===== src/rtl/data_cache_pkg.sv =====
// Shared types and field-width constants for the direct-mapped data cache.
// Holds the miss FSM encoding plus offset/index/tag width helpers.
package data_cache_pkg;

    localparam int unsigned ADDR_W     = 32;
    localparam int unsigned WORD_W     = 32;
    localparam int unsigned BLOCK_W    = 128;
    localparam int unsigned BYTE_OFF_W = 2;
    localparam int unsigned WORD_OFF_W = 2;
    localparam int unsigned OFFSET_W   = BYTE_OFF_W + WORD_OFF_W;
    localparam int unsigned DEF_NSETS  = 8;

    typedef enum logic [1:0] {
        IDLE      = 2'd0,
        WRITEBACK = 2'd1,
        ALLOCATE  = 2'd2
    } state_e;

    function automatic int unsigned index_w(input int unsigned nsets);
        return $clog2(nsets);
    endfunction

    function automatic int unsigned tag_w(input int unsigned nsets);
        return ADDR_W - OFFSET_W - $clog2(nsets);
    endfunction

endpackage


===== src/rtl/data_cache_if.sv =====
// Main-memory block bus between the data cache (master) and memory (slave).
// Ports: request/write/address/victim data out, fill data and ready pulse in.
interface data_cache_if;

    logic         mem_req;
    logic         mem_we;
    logic [31:0]  mem_addr;
    logic [127:0] mem_wdata;
    logic [127:0] mem_rdata;
    logic         mem_ready;

    modport master (
        output mem_req,
        output mem_we,
        output mem_addr,
        output mem_wdata,
        input  mem_rdata,
        input  mem_ready
    );

    modport slave (
        input  mem_req,
        input  mem_we,
        input  mem_addr,
        input  mem_wdata,
        output mem_rdata,
        output mem_ready
    );

endinterface


===== src/rtl/dcache_array.sv =====
// Tag/valid/dirty/data storage: combinational read, synchronous word write or block fill.
// Ports: clk, reset, idx, read outputs, word write and fill write controls.
module dcache_array
    import data_cache_pkg::*;
#(
    parameter int unsigned NSETS  = 8,
    parameter int unsigned IDX_W  = 3,
    parameter int unsigned TAG_W  = 25,
    parameter int unsigned WSEL_W = 2
) (
    input  logic               clk,
    input  logic               reset,
    input  logic [IDX_W-1:0]   idx,
    output logic               valid,
    output logic               dirty,
    output logic [TAG_W-1:0]   tag,
    output logic [BLOCK_W-1:0] data,
    input  logic               word_we,
    input  logic [WSEL_W-1:0]  word_sel,
    input  logic [WORD_W-1:0]  word_data,
    input  logic               fill_we,
    input  logic [TAG_W-1:0]   fill_tag,
    input  logic [BLOCK_W-1:0] fill_data
);

    logic [NSETS-1:0]   valid_q;
    logic [NSETS-1:0]   valid_d;
    logic [NSETS-1:0]   dirty_q;
    logic [NSETS-1:0]   dirty_d;
    logic [TAG_W-1:0]   tag_q  [NSETS];
    logic [BLOCK_W-1:0] data_q [NSETS];

    assign valid = valid_q[idx];
    assign dirty = dirty_q[idx];
    assign tag   = tag_q[idx];
    assign data  = data_q[idx];

    always_comb begin
        valid_d = valid_q;
        dirty_d = dirty_q;
        if (fill_we) begin
            valid_d[idx] = 1'b1;
            dirty_d[idx] = 1'b0;
        end else if (word_we) begin
            dirty_d[idx] = 1'b1;
        end
    end

    always_ff @(posedge clk) begin
        if (reset) begin
            valid_q <= '0;
            dirty_q <= '0;
        end else begin
            valid_q <= valid_d;
            dirty_q <= dirty_d;
        end
    end

    // Tag and data contents are meaningless until valid, so no reset here.
    always_ff @(posedge clk) begin
        if (fill_we) begin
            tag_q[idx]  <= fill_tag;
            data_q[idx] <= fill_data;
        end else if (word_we) begin
            data_q[idx][{word_sel, 5'd0} +: WORD_W] <= word_data;
        end
    end

endmodule


===== src/rtl/data_cache.sv =====
// Direct-mapped write-back, write-allocate data cache for the memory stage.
// Ports: CPU load/store side, stall, memory block bus (mem), hit/miss counters.
module data_cache
    import data_cache_pkg::*;
#(
    parameter int unsigned NSETS = DEF_NSETS,
    parameter int unsigned WPB   = 4
) (
    input  logic        clk,
    input  logic        reset,
    input  logic        memread,
    input  logic        memwrite,
    input  logic [31:0] addr,
    input  logic [31:0] writedata,
    output logic [31:0] readdata,
    output logic        stall,
    data_cache_if.master mem,
    output logic [31:0] hit_count,
    output logic [31:0] miss_count
);

    localparam int unsigned IDX_W  = index_w(NSETS);
    localparam int unsigned TAG_W  = tag_w(NSETS);
    localparam int unsigned WSEL_W = $clog2(WPB);

    logic [WSEL_W-1:0] a_word;
    logic [IDX_W-1:0]  a_idx;
    logic [TAG_W-1:0]  a_tag;
    logic [1:0]        unused_byte;

    assign a_word      = addr[BYTE_OFF_W +: WSEL_W];
    assign a_idx       = addr[OFFSET_W +: IDX_W];
    assign a_tag       = addr[ADDR_W-1 -: TAG_W];
    assign unused_byte = addr[1:0];

    state_e            state_q;
    state_e            state_d;
    logic [IDX_W-1:0]  miss_idx_q;
    logic [IDX_W-1:0]  miss_idx_d;
    logic [TAG_W-1:0]  miss_tag_q;
    logic [TAG_W-1:0]  miss_tag_d;
    logic [31:0]       hit_cnt_q;
    logic [31:0]       hit_cnt_d;
    logic [31:0]       miss_cnt_q;
    logic [31:0]       miss_cnt_d;

    logic               access;
    logic               hit;
    logic [IDX_W-1:0]   arr_idx;
    logic               line_valid;
    logic               line_dirty;
    logic [TAG_W-1:0]   line_tag;
    logic [BLOCK_W-1:0] line_data;
    logic               word_we;
    logic               fill_we;

    assign access = memread | memwrite;

    // While a miss is outstanding the array looks at the latched miss set,
    // so the memory bus depends only on registered state.
    assign arr_idx = (state_q == IDLE) ? a_idx : miss_idx_q;

    assign hit = (state_q == IDLE) & access & line_valid
               & (line_tag == a_tag);

    dcache_array #(
        .NSETS  (NSETS),
        .IDX_W  (IDX_W),
        .TAG_W  (TAG_W),
        .WSEL_W (WSEL_W)
    ) u_array (
        .clk       (clk),
        .reset     (reset),
        .idx       (arr_idx),
        .valid     (line_valid),
        .dirty     (line_dirty),
        .tag       (line_tag),
        .data      (line_data),
        .word_we   (word_we),
        .word_sel  (a_word),
        .word_data (writedata),
        .fill_we   (fill_we),
        .fill_tag  (miss_tag_q),
        .fill_data (mem.mem_rdata)
    );

    always_comb begin
        state_d       = state_q;
        miss_idx_d    = miss_idx_q;
        miss_tag_d    = miss_tag_q;
        hit_cnt_d     = hit_cnt_q;
        miss_cnt_d    = miss_cnt_q;
        stall         = 1'b0;
        readdata      = '0;
        word_we       = 1'b0;
        fill_we       = 1'b0;
        mem.mem_req   = 1'b0;
        mem.mem_we    = 1'b0;
        mem.mem_addr  = '0;
        mem.mem_wdata = '0;
        unique case (state_q)
            IDLE: begin
                if (access) begin
                    if (hit) begin
                        hit_cnt_d = hit_cnt_q + 32'd1;
                        if (memwrite) begin
                            word_we = 1'b1;
                        end else begin
                            readdata = line_data[{a_word, 5'd0} +: WORD_W];
                        end
                    end else begin
                        stall      = 1'b1;
                        miss_cnt_d = miss_cnt_q + 32'd1;
                        miss_idx_d = a_idx;
                        miss_tag_d = a_tag;
                        state_d    = (line_valid && line_dirty)
                                   ? WRITEBACK : ALLOCATE;
                    end
                end
            end
            WRITEBACK: begin
                stall         = 1'b1;
                mem.mem_req   = 1'b1;
                mem.mem_we    = 1'b1;
                mem.mem_addr  = {line_tag, miss_idx_q, {OFFSET_W{1'b0}}};
                mem.mem_wdata = line_data;
                if (mem.mem_ready) begin
                    state_d = ALLOCATE;
                end
            end
            ALLOCATE: begin
                stall        = 1'b1;
                mem.mem_req  = 1'b1;
                mem.mem_addr = {miss_tag_q, miss_idx_q, {OFFSET_W{1'b0}}};
                if (mem.mem_ready) begin
                    fill_we = 1'b1;
                    state_d = IDLE;
                end
            end
            default: begin
                state_d = IDLE;
            end
        endcase
        // An abandoned transfer must not leave a partial fill or store behind.
        if (reset) begin
            word_we = 1'b0;
            fill_we = 1'b0;
        end
    end

    always_ff @(posedge clk) begin
        if (reset) begin
            state_q    <= IDLE;
            miss_idx_q <= '0;
            miss_tag_q <= '0;
            hit_cnt_q  <= '0;
            miss_cnt_q <= '0;
        end else begin
            state_q    <= state_d;
            miss_idx_q <= miss_idx_d;
            miss_tag_q <= miss_tag_d;
            hit_cnt_q  <= hit_cnt_d;
            miss_cnt_q <= miss_cnt_d;
        end
    end

    assign hit_count  = hit_cnt_q;
    assign miss_count = miss_cnt_q;

endmodule


===== src/flat_wrapper.sv =====
// flat-port wrapper written by rule: the top's interface ports become plain ports
module data_cache_flat import data_cache_pkg::*;
#(
    parameter int unsigned NSETS = DEF_NSETS,
    parameter int unsigned WPB   = 4
)
  (clk, reset, memread, memwrite, addr, writedata, readdata, stall, hit_count, miss_count, mem_mem_req, mem_mem_we, mem_mem_addr, mem_mem_wdata, mem_mem_rdata, mem_mem_ready);
  data_cache_if mem_i ();
  input  logic clk;
  input  logic reset;
  input  logic memread;
  input  logic memwrite;
  input  logic [31:0] addr;
  input  logic [31:0] writedata;
  output logic [31:0] readdata;
  output logic stall;
  output logic [31:0] hit_count;
  output logic [31:0] miss_count;
  output wire logic [$bits(mem_i.mem_req)-1:0] mem_mem_req;
  output wire logic [$bits(mem_i.mem_we)-1:0] mem_mem_we;
  output wire logic [$bits(mem_i.mem_addr)-1:0] mem_mem_addr;
  output wire logic [$bits(mem_i.mem_wdata)-1:0] mem_mem_wdata;
  input wire logic [$bits(mem_i.mem_rdata)-1:0] mem_mem_rdata;
  input wire logic [$bits(mem_i.mem_ready)-1:0] mem_mem_ready;
  assign mem_mem_req = mem_i.mem_req;
  assign mem_mem_we = mem_i.mem_we;
  assign mem_mem_addr = mem_i.mem_addr;
  assign mem_mem_wdata = mem_i.mem_wdata;
  assign mem_i.mem_rdata = mem_mem_rdata;
  assign mem_i.mem_ready = mem_mem_ready;
  data_cache #(.NSETS(NSETS), .WPB(WPB)) u_core (.clk(clk), .reset(reset), .memread(memread), .memwrite(memwrite), .addr(addr), .writedata(writedata), .readdata(readdata), .stall(stall), .mem(mem_i), .hit_count(hit_count), .miss_count(miss_count));
endmodule

===== config.mk =====
export PLATFORM = sky130hd
export DESIGN_NAME = data_cache_flat
export DESIGN_NICKNAME = d
export VERILOG_FILES = /design/src/rtl/data_cache_pkg.sv /design/src/rtl/data_cache_if.sv /design/src/rtl/dcache_array.sv /design/src/rtl/data_cache.sv /design/src/flat_wrapper.sv
export SDC_FILE = /design/constraint.sdc
export NUM_CORES = 2
export LEC_CHECK = 0
export CAP_MARGIN = 20
export CELL_PAD_IN_SITES_DETAIL_PLACEMENT = 1
export CELL_PAD_IN_SITES_GLOBAL_PLACEMENT = 1
export CORE_ASPECT_RATIO = 0.9
export CORE_UTILIZATION = 43
export DETAILED_ROUTE_END_ITERATION = 8
export GPL_TIMING_DRIVEN = 0
export PLACE_DENSITY_LB_ADDON = 0.08
export SYNTH_ARGS = -nofsm -noshare
export SYNTH_HDL_FRONTEND = slang
export SYNTH_SLANG_ARGS = --single-unit

===== constraint.sdc =====
create_clock -name clk -period 6 [get_ports clk]
set_input_delay 1.2 -clock clk [delete_from_list [all_inputs] [get_ports clk]]
set_output_delay 1.2 -clock clk [all_outputs]
set_load 0.005 [all_outputs]

* After elaboration in Yosys (flattened, before gate mapping)
Memories as Yosys holds them, arrays and structs flattened.
Index checks and enable logic that the tools add are counted.
** Storage, ports and cells
- Register bits after elaboration :: 110
- Bits in writable memories :: 1224
- Bits of input ports :: 197
- Output and inout bits :: 259
- Logic and storage cells :: 336
- Memories :: 2
** Operators by class
- $add $sub $neg :: 3
- $lt $le $gt $ge :: 2
- Eq/ne operators :: 7
- Shift operators :: 3
- Multiplexer cells :: 167
- Bitwise gates (word level) :: 137
- Reduce and logical (&&, ||, !) cells :: 8
** Memory list
- u_core.u_array.data_q :: words 8, width 128, rd ports 1, clocked after Yosys merged registers in 0, write ports 1, RTL line dcache_array.sv:31 : logic [BLOCK_W-1:0] data_q [NSETS];
- u_core.u_array.tag_q :: words 8, width 25, rd ports 1, clocked after Yosys merged registers in 0, write ports 1, RTL line dcache_array.sv:30 : logic [TAG_W-1:0] tag_q [NSETS];
** Operator list (number)
- 128-bit two-way mux :: 2
- 1-bit two-way mux :: 147
- 1-bit OR :: 129
- 32-bit two-way mux :: 4
- 32-bit by 9-bit variable shift with 128-bit output, first input constant :: 1
- 128-bit by 8-bit indexed part select with 32-bit output :: 1
- 32-bit by 9-bit indexed part select with 128-bit output :: 1
- 32-bit by 1-bit adder with 32-bit output, second input constant :: 2
- 32-bit one-hot mux with 2 select lines :: 1
- 25-bit == test :: 1
- 8-bit two-way mux :: 2
- 8-bit OR :: 2
- 2-bit two-way mux :: 5
- 7-bit negation with 9-bit output :: 1
- 8-bit bitwise AND :: 1
- 8-bit inverter :: 1
- 1-bit binary-select mux with 3-bit select :: 2
- 2-bit inequality test, second input constant :: 3
- 2-bit one-hot mux with 3 select lines :: 1
- 3-bit AND reduction :: 2
- 3-bit by 4-bit less-than comparator with 1-bit output, second input constant :: 1
- 4-bit AND reduction :: 1
- 1-bit bitwise AND :: 3
- 1-bit demux with 3-bit select :: 1
- 11 further kinds :: 12

* Depth between registers and ports, before layout
- Word-level depth :: 14
- Depth in mapped cells :: 18
- Gate-level depth less buffers :: 11

* Modules after synthesis
From an unflattened synthesis, not the netlist that was laid out.
** Unflattened totals
- Cells, all modules :: 3122
- Area, all modules :: 55086.6 um2
** By module, submodules not included
- dcache_array :: times used 1, cells an instance 2266, area an instance 48200.0 um2
- data_cache :: times used 1, cells an instance 856, area an instance 6886.6 um2

* Worst setup path after synthesis
OpenSTA, ideal clock, no wires.
- Path kind :: input-to-reg
- Start point :: in addr[4]
- End point :: mem u_core.u_array.data_q[0][0] (enable)
- Arrival time :: 5568 ps
- Slack :: 0 ps
- Stages on the path :: 15
- Path buffers :: 6
- Cell sequence :: mux2_4 buf_6 buf_6 buf_2 buf_2 nand2_1 a32oi_1 a21oi_1 nor3b_1 nand4b_1 nor4_4 buf_4 nand3_4 buf_2 a21oi_1
** Between the ends
- Word-level cells in the longest chain between the ends :: 13
- Elaborated cells on any way between the ends :: 15
- Classes of those cells :: 1 x eq/ne; 10 x mux; 3 x bitwise; 1 x memory
** RTL lines
- start: declaration :: RTL line flat_wrapper.sv:13 : input logic [31:0] addr;
- 3-bit two-way mux (*) :: RTL line data_cache.sv:61 : assign arr_idx = (state_q == IDLE) ? a_idx : miss_idx_q;
- branches (longest 12 deep; another with memory 8 x 25 bit)
- end: declaration :: RTL line dcache_array.sv:31
Mark *: on every way between the ends. The select of a mux whose other input is x is not followed.

* Worst setup path in the final report
- Start point :: in addr[5]
- End point :: out readdata[7]
** Between the ends
- Word-level cells in the longest chain between the ends :: 8
- Elaborated cells on any way between the ends :: 13
- Classes of those cells :: 1 x eq/ne; 1 x shift; 7 x mux; 2 x bitwise; 2 x memory
** RTL lines
- 3-bit two-way mux (*) :: RTL line data_cache.sv:61
- branches (longest 4 deep; another with memory 8 x 128 bit)
- 32-bit two-way mux (*) :: RTL line data_cache.sv:104 : if (hit) begin
- 32-bit two-way mux (*) :: RTL line data_cache.sv:103 : if (access) begin
- 32-bit two-way mux (*) :: RTL line data_cache.sv:101 : unique case (state_q)
- end: declaration :: RTL line flat_wrapper.sv:15 : output logic [31:0] readdata;
Marks and branches as above.

==> out/metrics.cfg <==
[global_routing]
grt_max_degree = 24
overflow = 0
antenna_found_initial = 26
busiest_layer = met2
use_met1_pct = 51.7
grt_pass1_wl_um = 334000
grtUsageMet2_pct = 54.5
use_met3_pct = 13.0
grtUsageTotal_pct = 38.2
grt_pass1_vias = 41400

[worst_setup_path]
cpMaxStageDelayCell = clkdlybuf4s50_1
crit_buf_inv = 6
critical-path-top-delay-family = simple AND/OR/NAND/NOR gates
path_cells = clkdlybuf4s50_1, mux2i_4, buf_4, nor2_4, a32oi_1, a21oi_1, o2111ai_2, or3_4, nor4_4, nand3b_1, buf_6, clkbuf_16, buf_16, nor2_4, buf_2
cpPeakStageDelay_ns = 0.55
endpoint_kind = output port
arrival_ns = 5.10
critPathLaunchType = input port
critical_path_class = in2out
crit_path_max_fanout = 9
cpMostUsedCell = nor2_4
cp.required_ns = 4.80

[placed_design]
dpl.hpwl_um = 178000
io_buffers = 448
place_ws_ns = -3.07
place_congestion = 0.919
dpl.cell_count = 6255
placed_area_um2 = 63800

[logic_synthesis]
yosysTopAreaCell = edfxtp_1
synth-seq-cells = 1334
avgSynthCellArea_um2 = 13.6
postSynth.asyncResetShare_pct = 0
synth_cells = 4017
synth_ff_type = edfxtp_1
yosysWarnings = 0
synth_area_leaders = edfxtp_1, o22ai_1, dfxtp_1
synth.distinct_cells = 71
netlist_area_um2 = 54700
ys_seq_area_share_pct = 71.2
synth-edff-count = 1224
yosys.area.top_type_share_pct = 67.2

[final_layout]
fillers = 12200
fin_cells = 6569
final_cell_area_um2 = 69900
area_growth_pct = 27.7
drive_gt1_share_pct = 16.9
nets = 4962

[clock_network]
postCtsHoldBufs = 0
tritoncts = built
clock-sinks = 1334
clk_latency_ns = 0.79
h-tree-depth = 4
cts_root_buf = clkbuf_16
clockBufferDepth = 3
numCtsBuffers = 140
cts.clk_slew.worst_paths_ns = 0.05

[flow_run]
maxCapViolCount = 0

[timing]
slew_headroom_pct = 12.0
fin_crit_ns = 6.30
drv_slew = 0
worst_slack_ns = -0.299
finalSetupViolCount = 61
hold_violations = 0
max_freq_mhz = 159
fin_worst_skew_ns = 0.0310
tns_ns = -9.24
tightestPinTransition_ns = 1.32
holdWs_ns = 0.481
period_share_pct = 105
rsz0062_at_grt = yes

[routing]
dr.pass1.iters = 6
num_vias = 42700
antenna_left = 0
drt-initial-drc-count = 6645
vias_per_cell = 6.50
drc = 0
routed_wl_um = 250000
wire_per_inst_um = 38.1

[run_status]
outcome = finished with violations
violations = negative setup slack

[floorplanning]
die_h_um = 340
die_w_um = 378
fp.dieArea_um2 = 129000
design.core.area_um2 = 126000
start_util_pct = 43.6
io_pins = 456
num_rows = 123

[power_and_ir_drop]
power_switching_w = 0.00861
p_seq_share_pct = 40.9
clkPwrFrac_pct = 33.3
p_comb_share_pct = 25.8
powerDensity_nw_per_um2 = 368
max-vdd-ir-drop_mv = 0.285
switching_share_pct = 33.5
leakagePower_nw = 24.4
internal-power_w = 0.0171

[hold_path]
worstHoldPathType = reg2reg

==> worst min-delay path, delay by kind of cell, from the launching register on <==
| kind | cells | cell delay [ns] |
|---|---|---|
| AOI/OAI and AO/OA | 1 | 0.07 |
| DFF | 1 | 0.31 |
| buffers and inverters | 1 | 0.05 |
==> synthesized netlist by cell type (4+ instances only) <==
library cell / n
o22ai_1: 377
nor3_1: 25
buf_1: 37
nor2_1: 373
nand3b_1: 32
and3_1: 13
mux2i_1: 165
a311o_1: 7
and4_1: 5
clkbuf_1: 185
a21oi_1: 90
o221ai_1: 27
a31oi_1: 33
or3_1: 16
and3b_1: 4
inv_1: 160
buf_4: 6
mux2_2: 39
nand3_1: 76
nor2b_1: 57
edfxtp_1: 1224
nand3_4: 4
a311oi_1: 10
and2_1: 21
buf_6: 17
or4_1: 57
dfxtp_1: 110
xor2_1: 7
ha_1: 12
nand2_1: 486
a32oi_1: 22
nor3b_1: 6
o211ai_1: 18
xnor2_1: 11
a32o_1: 4
nand4_1: 11
o21ai_0: 131
mux4_2: 59
buf_2: 18
o31ai_1: 6
nor4_1: 10
==> cells in the final DEF (no fill, tap or decap), drive strengths merged, types with 57 or more instances in the layout <==
master,netlist,final
edfxtp,1224,1224
nand2,487,487
clkdlybuf4s50,0,414
o22ai,377,377
nor2,373,373
clkbuf,185,361
buf,78,249
inv,161,170
mux2i,166,166
o21ai,132,132
dfxtp,110,110
a21oi,90,90
nand3,80,80
mux4,59,59
clkinv,1,59
nor2b,57,57
or4,57,57
==> power groups by stage <==
| stage | Clock (W) | Sequential, W | Combinational, W |
|---|---|---|---|
| after floorplan | 0 | 0.0107 | 0.00265 |
| after detailed placement | 0 | 0.0107 | 0.00573 |
| after global routing | 0.00887 | 0.0105 | 0.00666 |
| final | 0.00858 | 0.0105 | 0.00664 |
| after global placement | 0 | 0.0107 | 0.00544 |
| after CTS | 0.00856 | 0.0105 | 0.00626 |
==> sequential cells by signal, summed over array words and instances, names as in the netlist, named ones only <==
signal / count
u_core.state_q: 2
u_core.miss_count: 32
u_core.u_array.valid_q: 8
u_core.hit_count: 32
u_core.miss_tag_q: 25
u_core.miss_idx_q: 3
u_core.u_array.tag_q: 200
u_core.u_array.data_q: 1024
==> path summary, 6_finish.rpt <==
kind,startpoint,endpoint,slack [ns],cells after the start
worst min-delay path,u_core.u_array.valid_q[5]$_SDFFE_PP0P_,u_core.u_array.valid_q[5]$_SDFFE_PP0P_,0.48,2
worst max register to register,u_core.state_q[1]$_SDFFE_PP0P_,u_core.u_array.data_q[4][51]$_DFFE_PP_,0.22,20
worst max-delay path,addr[5],readdata[7],-0.30,15
worst min register to register,u_core.u_array.valid_q[5]$_SDFFE_PP0P_,u_core.u_array.valid_q[5]$_SDFFE_PP0P_,0.48,2
==> metrics by stage <==
step	util (%)	power, W
after floorplan	-	0.0133
after detailed placement	50.8	0.0164
final	55.7	0.0257
after global placement	48.8	0.0162
after CTS	55.4	0.0253
after global routing	55.6	0.0261
==> cell families after synthesis <==
| kind of cell | after synthesis | share of synthesized area (%) |
|---|---|---|
| simple gates | 1217 | 10.2 |
| flops | 1334 | 71.2 |
| compound gates | 745 | 8.49 |
| fa+ha+maj | 12 | 0.274 |
| other cells | 1 | 0.00685 |
| xor+xnor | 18 | 0.288 |
| buf+inv | 425 | 3.23 |
| mux | 265 | 6.30 |
==> layer usage <==
metal,share of wire [%],vias to the layer above
li1,-,16700
met1,38,21900
met2,42,3395
met3,14,670
met4,5.5,20
met5,0.19,-
==> cell type report <==
type / instances / area [um2] / share of cell area, %
diodes: 16 / 40.0 / 0.0573
plain buffers: 261 / 1760 / 2.52
clock buffers: 179 / 3730 / 5.34
clock inverters: 76 / 659 / 0.943
inverters: 162 / 611 / 0.873
multi-input cells: 2261 / 15100 / 21.7
flip-flops and latches: 1334 / 39000 / 55.7
well taps: 1687 / 2110 / 3.02
repair buffers: 593 / 6880 / 9.84
==> repair_timing <==
item,CTS,global route
pin swaps,30,16
endpoints found under the setup margin,2260,57
cloned,3,1
buffers inserted,22,14
resized for setup,558,62
No activity file was read; power rests on OpenSTA's default activity.
